===== src/rtl/timx_cfg_pkg.sv =====
// Shared types for the timer configuration sequencer: FSM state encoding,
// timer register offsets and the script entry layout.
package timx_cfg_pkg;

  typedef enum logic [2:0] {
    IDLE    = 3'd0,
    SETUP   = 3'd1,
    ACCESS  = 3'd2,
    VSETUP  = 3'd3,
    VACCESS = 3'd4,
    NEXT    = 3'd5
  } state_t;

  localparam logic [15:0] REG_CR1   = 16'h0000;
  localparam logic [15:0] REG_EGR   = 16'h0014;
  localparam logic [15:0] REG_CCMR1 = 16'h0018;
  localparam logic [15:0] REG_CCER  = 16'h0020;
  localparam logic [15:0] REG_ARR   = 16'h002C;
  localparam logic [15:0] REG_CCR1  = 16'h0034;
  localparam logic [15:0] REG_BDTR  = 16'h0044;

  typedef struct packed {
    logic [15:0] addr;
    logic [31:0] data;
    logic        nochk;
    logic        last;
  } entry_t;

  function automatic entry_t mk_entry(logic [15:0] addr, logic [31:0] data,
                                      logic nochk, logic last);
    entry_t e;
    e.addr  = addr;
    e.data  = data;
    e.nochk = nochk;
    e.last  = last;
    return e;
  endfunction

endpackage


===== src/rtl/timx_cfg_seq_if.sv =====
// APB link between the configuration sequencer (master) and the timer (slave).
interface timx_cfg_seq_if;
  logic        timx_psel;
  logic        timx_penable;
  logic        timx_pwrite;
  logic [15:0] timx_paddr;
  logic [31:0] timx_pwdata;
  logic [31:0] timx_prdata;
  logic        timx_pready;
  logic        timx_pslverr;

  modport master (
    output timx_psel, timx_penable, timx_pwrite, timx_paddr, timx_pwdata,
    input  timx_prdata, timx_pready, timx_pslverr
  );

  modport slave (
    input  timx_psel, timx_penable, timx_pwrite, timx_paddr, timx_pwdata,
    output timx_prdata, timx_pready, timx_pslverr
  );
endinterface


===== src/rtl/timx_cfg_seq.sv =====
// APB write-script replayer for the advanced timer.
// Optional read-back verify is built when TIMX_CFG_VERIFY_EN is defined.
module timx_cfg_seq
  import timx_cfg_pkg::*;
#(
  parameter int unsigned     IDX_W  = 4,
  parameter int unsigned     TO_W   = 8,
  parameter logic [TO_W-1:0] TO_MAX = 8'd200
) (
  input  logic               apb_clk,
  input  logic               apb_rst,
  input  logic               start,
  input  logic               abort,
  output logic [IDX_W-1:0]   tbl_idx,
  input  logic [15:0]        tbl_addr,
  input  logic [31:0]        tbl_data,
  input  logic               tbl_last,
  input  logic               tbl_nochk,
  timx_cfg_seq_if.master     apb,
  output logic               busy,
  output logic               done,
  output logic               err,
  output logic [IDX_W-1:0]   err_idx
);

  state_t            state, next_state;
  logic [15:0]       paddr_q;
  logic [31:0]       pwdata_q;
  logic              last_q;
  logic [TO_W-1:0]   to_cnt;
  logic              to_hit;
  logic              fail;
  logic              finish;

`ifdef TIMX_CFG_VERIFY_EN
  logic              nochk_q;
`else
  logic              unused_nochk;
  logic              unused_prdata;
  assign unused_nochk  = tbl_nochk;
  assign unused_prdata = ^apb.timx_prdata;
`endif

  assign to_hit = !apb.timx_pready && (to_cnt == TO_MAX - 1'b1);

  always_ff @(posedge apb_clk or posedge apb_rst) begin
    if (apb_rst) state <= IDLE;
    else         state <= next_state;
  end

  always_comb begin
    next_state = state;
    fail       = 1'b0;
    finish     = 1'b0;
    case (state)
      IDLE:   if (start) next_state = SETUP;
      SETUP:  next_state = ACCESS;
      ACCESS: begin
        if (apb.timx_pready) begin
          if (apb.timx_pslverr) begin
            fail       = 1'b1;
            next_state = IDLE;
          end else begin
`ifdef TIMX_CFG_VERIFY_EN
            next_state = nochk_q ? NEXT : VSETUP;
`else
            next_state = NEXT;
`endif
          end
        end else if (to_hit) begin
          fail       = 1'b1;
          next_state = IDLE;
        end
      end
`ifdef TIMX_CFG_VERIFY_EN
      VSETUP: next_state = VACCESS;
      VACCESS: begin
        if (apb.timx_pready) begin
          if (apb.timx_pslverr || (apb.timx_prdata != pwdata_q)) begin
            fail       = 1'b1;
            next_state = IDLE;
          end else begin
            next_state = NEXT;
          end
        end else if (to_hit) begin
          fail       = 1'b1;
          next_state = IDLE;
        end
      end
`endif
      NEXT: begin
        // The top index ends the script like tbl_last rather than wrapping.
        if (last_q || abort || (tbl_idx == '1)) begin
          next_state = IDLE;
          finish     = !abort;
        end else begin
          next_state = SETUP;
        end
      end
      default: next_state = IDLE;
    endcase
  end

  always_comb begin
    apb.timx_psel    = (state == SETUP) || (state == ACCESS) ||
                       (state == VSETUP) || (state == VACCESS);
    apb.timx_penable = (state == ACCESS) || (state == VACCESS);
    apb.timx_pwrite  = (state == SETUP) || (state == ACCESS);
    // Table is presented straight through in SETUP so the address is valid
    // for the whole setup phase; it is held from the register afterwards.
    apb.timx_paddr   = (state == SETUP) ? tbl_addr : paddr_q;
    apb.timx_pwdata  = (state == SETUP) ? tbl_data : pwdata_q;
  end

  always_ff @(posedge apb_clk or posedge apb_rst) begin
    if (apb_rst) begin
      tbl_idx  <= '0;
      paddr_q  <= '0;
      pwdata_q <= '0;
      last_q   <= 1'b0;
      to_cnt   <= '0;
      busy     <= 1'b0;
      done     <= 1'b0;
      err      <= 1'b0;
      err_idx  <= '0;
`ifdef TIMX_CFG_VERIFY_EN
      nochk_q  <= 1'b0;
`endif
    end else begin
      done <= finish;
      case (state)
        IDLE: if (start) begin
          tbl_idx <= '0;
          err     <= 1'b0;
          busy    <= 1'b1;
        end
        SETUP: begin
          paddr_q  <= tbl_addr;
          pwdata_q <= tbl_data;
          last_q   <= tbl_last;
          to_cnt   <= '0;
`ifdef TIMX_CFG_VERIFY_EN
          nochk_q  <= tbl_nochk;
`endif
        end
        ACCESS, VACCESS: if (!apb.timx_pready) to_cnt <= to_cnt + 1'b1;
        VSETUP: to_cnt <= '0;
        NEXT: if (next_state == SETUP) tbl_idx <= tbl_idx + 1'b1;
        default: ;
      endcase
      if (fail) begin
        err     <= 1'b1;
        err_idx <= tbl_idx;
      end
      if ((state != IDLE) && (next_state == IDLE)) busy <= 1'b0;
    end
  end

endmodule


===== src/flat_wrapper.sv =====
// flat-port wrapper written by rule: the top's interface ports become plain ports
module timx_cfg_seq_flat import timx_cfg_pkg::*;
#(
  parameter int unsigned     IDX_W  = 4,
  parameter int unsigned     TO_W   = 8,
  parameter logic [TO_W-1:0] TO_MAX = 8'd200
)
  (apb_clk, apb_rst, start, abort, tbl_idx, tbl_addr, tbl_data, tbl_last, tbl_nochk, busy, done, err, err_idx, apb_timx_psel, apb_timx_penable, apb_timx_pwrite, apb_timx_paddr, apb_timx_pwdata, apb_timx_prdata, apb_timx_pready, apb_timx_pslverr);
  timx_cfg_seq_if apb_i ();
  input  logic apb_clk;
  input  logic apb_rst;
  input  logic start;
  input  logic abort;
  output logic [IDX_W-1:0] tbl_idx;
  input  logic [15:0] tbl_addr;
  input  logic [31:0] tbl_data;
  input  logic tbl_last;
  input  logic tbl_nochk;
  output logic busy;
  output logic done;
  output logic err;
  output logic [IDX_W-1:0] err_idx;
  output wire logic [$bits(apb_i.timx_psel)-1:0] apb_timx_psel;
  output wire logic [$bits(apb_i.timx_penable)-1:0] apb_timx_penable;
  output wire logic [$bits(apb_i.timx_pwrite)-1:0] apb_timx_pwrite;
  output wire logic [$bits(apb_i.timx_paddr)-1:0] apb_timx_paddr;
  output wire logic [$bits(apb_i.timx_pwdata)-1:0] apb_timx_pwdata;
  input wire logic [$bits(apb_i.timx_prdata)-1:0] apb_timx_prdata;
  input wire logic [$bits(apb_i.timx_pready)-1:0] apb_timx_pready;
  input wire logic [$bits(apb_i.timx_pslverr)-1:0] apb_timx_pslverr;
  assign apb_timx_psel = apb_i.timx_psel;
  assign apb_timx_penable = apb_i.timx_penable;
  assign apb_timx_pwrite = apb_i.timx_pwrite;
  assign apb_timx_paddr = apb_i.timx_paddr;
  assign apb_timx_pwdata = apb_i.timx_pwdata;
  assign apb_i.timx_prdata = apb_timx_prdata;
  assign apb_i.timx_pready = apb_timx_pready;
  assign apb_i.timx_pslverr = apb_timx_pslverr;
  timx_cfg_seq #(.IDX_W(IDX_W), .TO_W(TO_W), .TO_MAX(TO_MAX)) u_core (.apb_clk(apb_clk), .apb_rst(apb_rst), .start(start), .abort(abort), .tbl_idx(tbl_idx), .tbl_addr(tbl_addr), .tbl_data(tbl_data), .tbl_last(tbl_last), .tbl_nochk(tbl_nochk), .apb(apb_i), .busy(busy), .done(done), .err(err), .err_idx(err_idx));
endmodule

===== config.mk =====
export PLATFORM = sky130hd
export DESIGN_NAME = timx_cfg_seq_flat
export DESIGN_NICKNAME = d
export VERILOG_FILES = /design/src/rtl/timx_cfg_pkg.sv /design/src/rtl/timx_cfg_seq_if.sv /design/src/rtl/timx_cfg_seq.sv /design/src/flat_wrapper.sv
export SDC_FILE = /design/constraint.sdc
export NUM_CORES = 1
export LEC_CHECK = 0
export CORE_MARGIN = 2
export CORE_UTILIZATION = 35
export CTS_BUF_LIST = sky130_fd_sc_hd__clkbuf_4 sky130_fd_sc_hd__clkbuf_8
export CTS_CLUSTER_SIZE = 20
export DETAILED_ROUTE_END_ITERATION = 10
export MAX_ROUTING_LAYER = met4
export PLACE_DENSITY = 0.74
export SLEW_MARGIN = 10
export SYNTH_ARGS = -nofsm -noshare
export SYNTH_HDL_FRONTEND = slang
export SYNTH_SLANG_ARGS = --single-unit
export TNS_END_PERCENT = 100

===== constraint.sdc =====
create_clock -name apb_clk -period 2.75 [get_ports apb_clk]
set_input_delay 0.825 -clock apb_clk [delete_from_list [all_inputs] [get_ports apb_clk]]
set_output_delay 0.825 -clock apb_clk [all_outputs]
set_load 0.05 [all_outputs]

* After elaboration in Yosys (flattened, before gate mapping)
Cells that the tools add are included.
** Storage, ports and cells
- Register bits after elaboration :: 71
- Input port bits :: 88
- Output and inout bits :: 62
- Word-level logic and storage cells :: 73
** Cells by class
- $add $sub $neg :: 2
- Equal/unequal tests :: 11
- Muxes and demuxes :: 25
- Reduce and logical (&&, ||, !) cells :: 25
** Operator list (count)
- 32-bit 2-to-1 mux :: 1
- 16-bit 2-to-1 mux :: 1
- 8-bit one-hot mux with 2 select lines :: 1
- 1-bit 2-to-1 mux :: 13
- 3-bit 2-to-1 mux :: 4
- 3-bit one-hot mux with 4 select lines :: 1
- 2-bit nonzero test :: 6
- 8-bit by 1-bit adder with 8-bit output, second input constant :: 1
- 8-bit equality test, second input constant :: 1
- 4-bit 2-to-1 mux :: 2
- 8-bit 2-to-1 mux :: 1
- 4-bit one-hot mux with 2 select lines :: 1
- 3-bit by 1-bit equality test with 1-bit output, second input constant :: 2
- 3-bit by 2-bit equality test with 1-bit output, second input constant :: 2
- 3-bit equality test, second input constant :: 2
- 3-bit logical NOT :: 2
- 1-bit logical OR :: 6
- 2-bit AND reduction :: 3
- 4-bit by 1-bit adder with 4-bit output, second input constant :: 1
- 4-bit equality test, second input constant :: 1
- 2-bit != test, second input constant :: 2
- 2-bit OR reduction :: 2
- 3-bit AND reduction :: 1
- 3-bit nonzero test :: 1
- other kinds (3) :: 5

* Logic depth before layout (Yosys ltp)
- Word-level depth :: 9
- Depth in mapped cells :: 6
- Mapped depth without buffers :: 5

* Worst setup path after synthesis
OpenSTA, ideal clock, no wires.
- Kind :: flip-flop to output port
- Start point :: register u_core.state[2]
- End point :: output port apb_timx_paddr[10]
- Data arrival time :: 1.638 ns
- Path slack :: 0.287 ns
- Stages on the path, launching flop included :: 6
- Path through :: dfrtp_1 > buf_2 > nor3b_2 > buf_2 > buf_2 > mux2_2
** On the way
- Cells in the longest elaborated chain, start to end :: 2
** Ends and longest elaborated chain
- start, declared :: RTL line timx_cfg_seq.sv:26 : state_t state, next_state;
- start signal, assigned :: RTL line timx_cfg_seq.sv:48 : else state <= next_state;
- 3-bit by 1-bit equality test with 1-bit output :: RTL line timx_cfg_seq.sv:111 : apb.timx_paddr = (state == SETUP) ? tbl_addr : paddr_q;
- 16-bit 2-to-1 mux :: RTL line timx_cfg_seq.sv:111
- end, declared :: RTL line flat_wrapper.sv:26 : output wire logic [$bits(apb_i.timx_paddr)-1:0] apb_timx_paddr;
Every way passes these cells.

* Final worst setup path
- Start point :: register u_core.state[2]
- End point :: output port apb_timx_paddr[3]
Same word-level chain as after synthesis.

==> flow_summary_export.csv <==
group,metric,value,unit
yosys,synth_top_cell_by_area,"dfrtp_1",
clock_network,cts-buffers-inserted,9,
worst_setup_path,worst_setup_path_start_kind,"flip-flop",
clock_network,clk_pin_slew,70,ps
yosys,synthAdderAreaFrac,0.00825,
grt,use_met3,0.0417,
worst_setup_path,regToRegEndpoint,"u_core.tbl_idx[0]",
placed_design,post-place-cells,444,
timing,max_freq,373,MHz
timing,setup_viol_count_final,0,
grt,grt-busiest-layer,"met2",
yosys,ys_top_cells_by_count,"dfrtp_1 (71), mux2_2 (54), o21ai_0 (13)",
cells_and_area,fin_util,0.545,
grt,gr-usage-met2,0.235,
floorplanning,die_w,97.1,um
detailed_routing,antenna_left,0,
power,finalPower,6.54,mW
power,pwr-share-seq,0.248,
timing,skew,9.77,ps
worst_setup_path,crit_chain,"nor3b_4, buf_4, clkbuf_16, mux2_2, buf_4",
yosys,avgSynthCellArea,13.2,um2
yosys,synthDominantCellAreaShare,0.586,
detailed_routing,vias_per_cell,5.08,
detailed_routing,drt_first_pass_iters,4,
power,p_leak,1.95,nW
clock_network,cts_max_level,3,
yosys,synth_top_family_by_area,"multiplexers",
yosys,yosysMostFrequentCell,"dfrtp_1",
yosys,ys_dominant_reg_cell,"dfrtp_1",
worst_setup_path,cp.arrival,1860,ps
yosys,yosys_warnings,0,
clock_network,cts_tree,"built",
power,p_clk_frac,0.140,
yosys,async_flop_share,1.00,
clock_network,cts_root_buffer,"clkbuf_8",
worst_setup_path,r2r-start,"u_core.state[1]",
worst_setup_path,critPathMaxStageDelay,410,ps
worst_setup_path,required,1930,ps
cells_and_area,layout.nets,445,
grt,grtUsageMet1,0.198,
timing,hold_viol,0,
yosys,yosysUniqueCellTypes,41,
min_path,min_to,"u_core.err",
floorplanning,start_util,0.366,
yosys,syn_nets,319,
cells_and_area,final_cells,465,
yosys,yosys.area_share.xor_xnor,0.00289,
grt,antenna_found_initial,0,
detailed_routing,drt_iter0_drc,142,
detailed_routing,vias,2362,
power,combPwrFrac,0.612,
grt,grt_pass1_wl,11.6,mm
clock_network,clock_sinks,71,
yosys,ys_ff_latch,71,
placed_design,numPortBuffers,116,
floorplanning,die_y,97.1,um
job,cap_violations,0,
floorplanning,die_area,9430,um2
min_path,hp-start,"u_core.err",
worst_setup_path,worstSetupPathType,"flip-flop to output port",
floorplanning,io_pins,150,
floorplanning,placementRows,33,
grt,globalRouteTotalUtil,0.153,
status,status,"finished, final reports clean",
placed_design,dp_hpwl,4.86,mm
placed_design,post-place-ws,179,ps
timing,fin_crit,2680,ps
worst_setup_path,slowest_stage,"dfrtp_1",
grt,grt_max_degree,72,
clock_network,clockBufferDepth,2,
worst_setup_path,cp_common_cell,"buf_4",
clock_network,clk-insertion-delay-late,330,ps
power,p_int,3.42,mW
yosys,synth-edff-count,0,
yosys,synthSimpleGateAreaFrac,0.0882,
detailed_routing,wl_per_cell,15.9,um
cells_and_area,syn_to_final_growth,49.1,%
power,ir_drop,0.874,mV
timing,relSlewSlack,0.659,
yosys,syn_inst,229,
power,power.share.switching,0.477,
worst_setup_path,end_kind,"output port",
min_path,hold_path.class,"flip-flop to flip-flop",
min_path,holdPathStages,2,
placed_design,gp_congestion,0.793,
detailed_routing,drc,0,
detailed_routing,drt_wl_total,7.38,mm
power,power_density,1450,nW/um2
yosys,muxShareOfSynthArea,0.207,
yosys,yosysSeqAreaShare,0.586,
floorplanning,core_area,8300,um2
timing,worst_pin_slew,510,ps
cells_and_area,n_antenna_cell,0,
timing,slew_viol_final,0,
worst_setup_path,worst-r2r-cell-count,4,
yosys,synth_compound_area_frac,0.0891,
yosys,syn-cell-area,3030,um2
grt,grt_pass1_vias,2414,
grt,grt_overflow,0,
power,p_sw,3.12,mW
worst_setup_path,critPathMaxFanout,12,
worst_setup_path,reg2reg_slack,810,ps
timing,fin_crit_sh,0.975,
yosys,synthTopCellsByArea,"dfrtp_1 (59%), mux2_2 (20%), o21ai_0 (2.1%)",
timing,finalWorstSetupSlack,67.7,ps
cells_and_area,layout-drive-gt1-share,0.383,
==> registers in the layout, summed over array words and instances, names as in the netlist <==
signal,cells
u_core.busy,1
u_core.state,3
u_core.done,1
u_core.err_idx,4
u_core.tbl_idx,4
u_core.paddr_q,16
u_core.last_q,1
u_core.to_cnt,8
u_core.err,1
u_core.pwdata_q,32
==> kinds of logic after synthesis <==
family / count (synthesis)
multiplexers: 56
adder cells (fa/ha/maj): 2
AND/OR/NAND/NOR: 46
buffers and inverters: 13
AO/OA/AOI/OAI: 40
flip-flops: 71
XOR/XNOR: 1
==> how the worst max path moves through the flow <==
stage                     from                  end  cells after the start
2_1_floorplan          apb_rst          u_core.busy                      1
3_3_place_gp      tbl_addr[12]   apb_timx_paddr[12]                      3
3_5_place_dp      tbl_data[15]  apb_timx_pwdata[15]                      3
4_1_cts        u_core.state[1]  apb_timx_pwdata[21]                      4
5_1_grt        u_core.state[2]  apb_timx_pwdata[28]                      5
6_report       u_core.state[2]    apb_timx_paddr[3]                      5
==> power by group through the flow <==
| stage | clock network [mW] | registers [mW] | logic, mW |
|---|---|---|---|
| floorplan | 0 | 1.67 | 2.76 |
| global route | 0.996 | 1.67 | 4.21 |
| detailed placement | 0 | 1.65 | 3.93 |
| global placement | 0 | 1.62 | 3.88 |
| finish | 0.915 | 1.62 | 4.01 |
| CTS | 0.937 | 1.63 | 3.94 |
==> critical path, delay by kind of cell, from the launching register on <==
kind / cells / cell delay, ps
DFF: 1 / 410
buffers and inverters: 3 / 540
and+or+nand+nor: 1 / 210
muxes: 1 / 350
==> through the flow <==
step | hold slack, ps | TNS, ps | instance area (um2)
final | 485 | 0 | 4520
after global routing | 513 | -23.2 | 4520
after CTS | 490 | 0 | 4450
after detailed placement | 472 | 0 | 4230
after global placement | 463 | 0 | 4230
after floorplan | 496 | 0 | 3030
==> placed cells by master (no fill, tap or decap), types with 2 or more instances in the layout <==
master	instances
o211ai_1	2
nand2_1	11
or2_2	2
clkdlybuf4s50_1	65
bufinv_16	2
buf_12	3
mux2_2	54
clkinv_2	2
dfrtp_1	71
clkbuf_16	2
mux2i_1	2
or3_1	6
a32oi_1	2
buf_4	55
o31ai_1	2
clkbuf_4	3
nand2b_1	3
nand3_1	3
nor3b_1	2
a2bb2oi_1	2
nand4_1	3
nor2_1	5
nand3b_1	3
a21oi_1	10
ha_1	2
clkbuf_8	9
o21ai_0	13
==> timing repair <==
action,CTS,global route
endpoints found under the setup margin,0,48
gates resized for setup,0,0
hold buffers,0,0
setup buffers,0,2
==> final cells by class <==
type                       instances  area, um2
tap                              105        131
inverter                           2       7.51
clock inverter                     4       70.1
sequential                        71       1780
fill                             720       3780
multi-input combinational        145       1210
clock buffer                      12        146
timing repair buffer             126       1180
==> routing by layer <==
layer / up-vias / wire length [um] / part of all wire
met5: - / 0 / 0
met4: 0 / 136 / 0.018
met3: 13 / 494 / 0.067
met2: 91 / 3600 / 0.49
met1: 1174 / 3160 / 0.43
li1: 1084 / - / -
(Power assumes the default switching activity.)
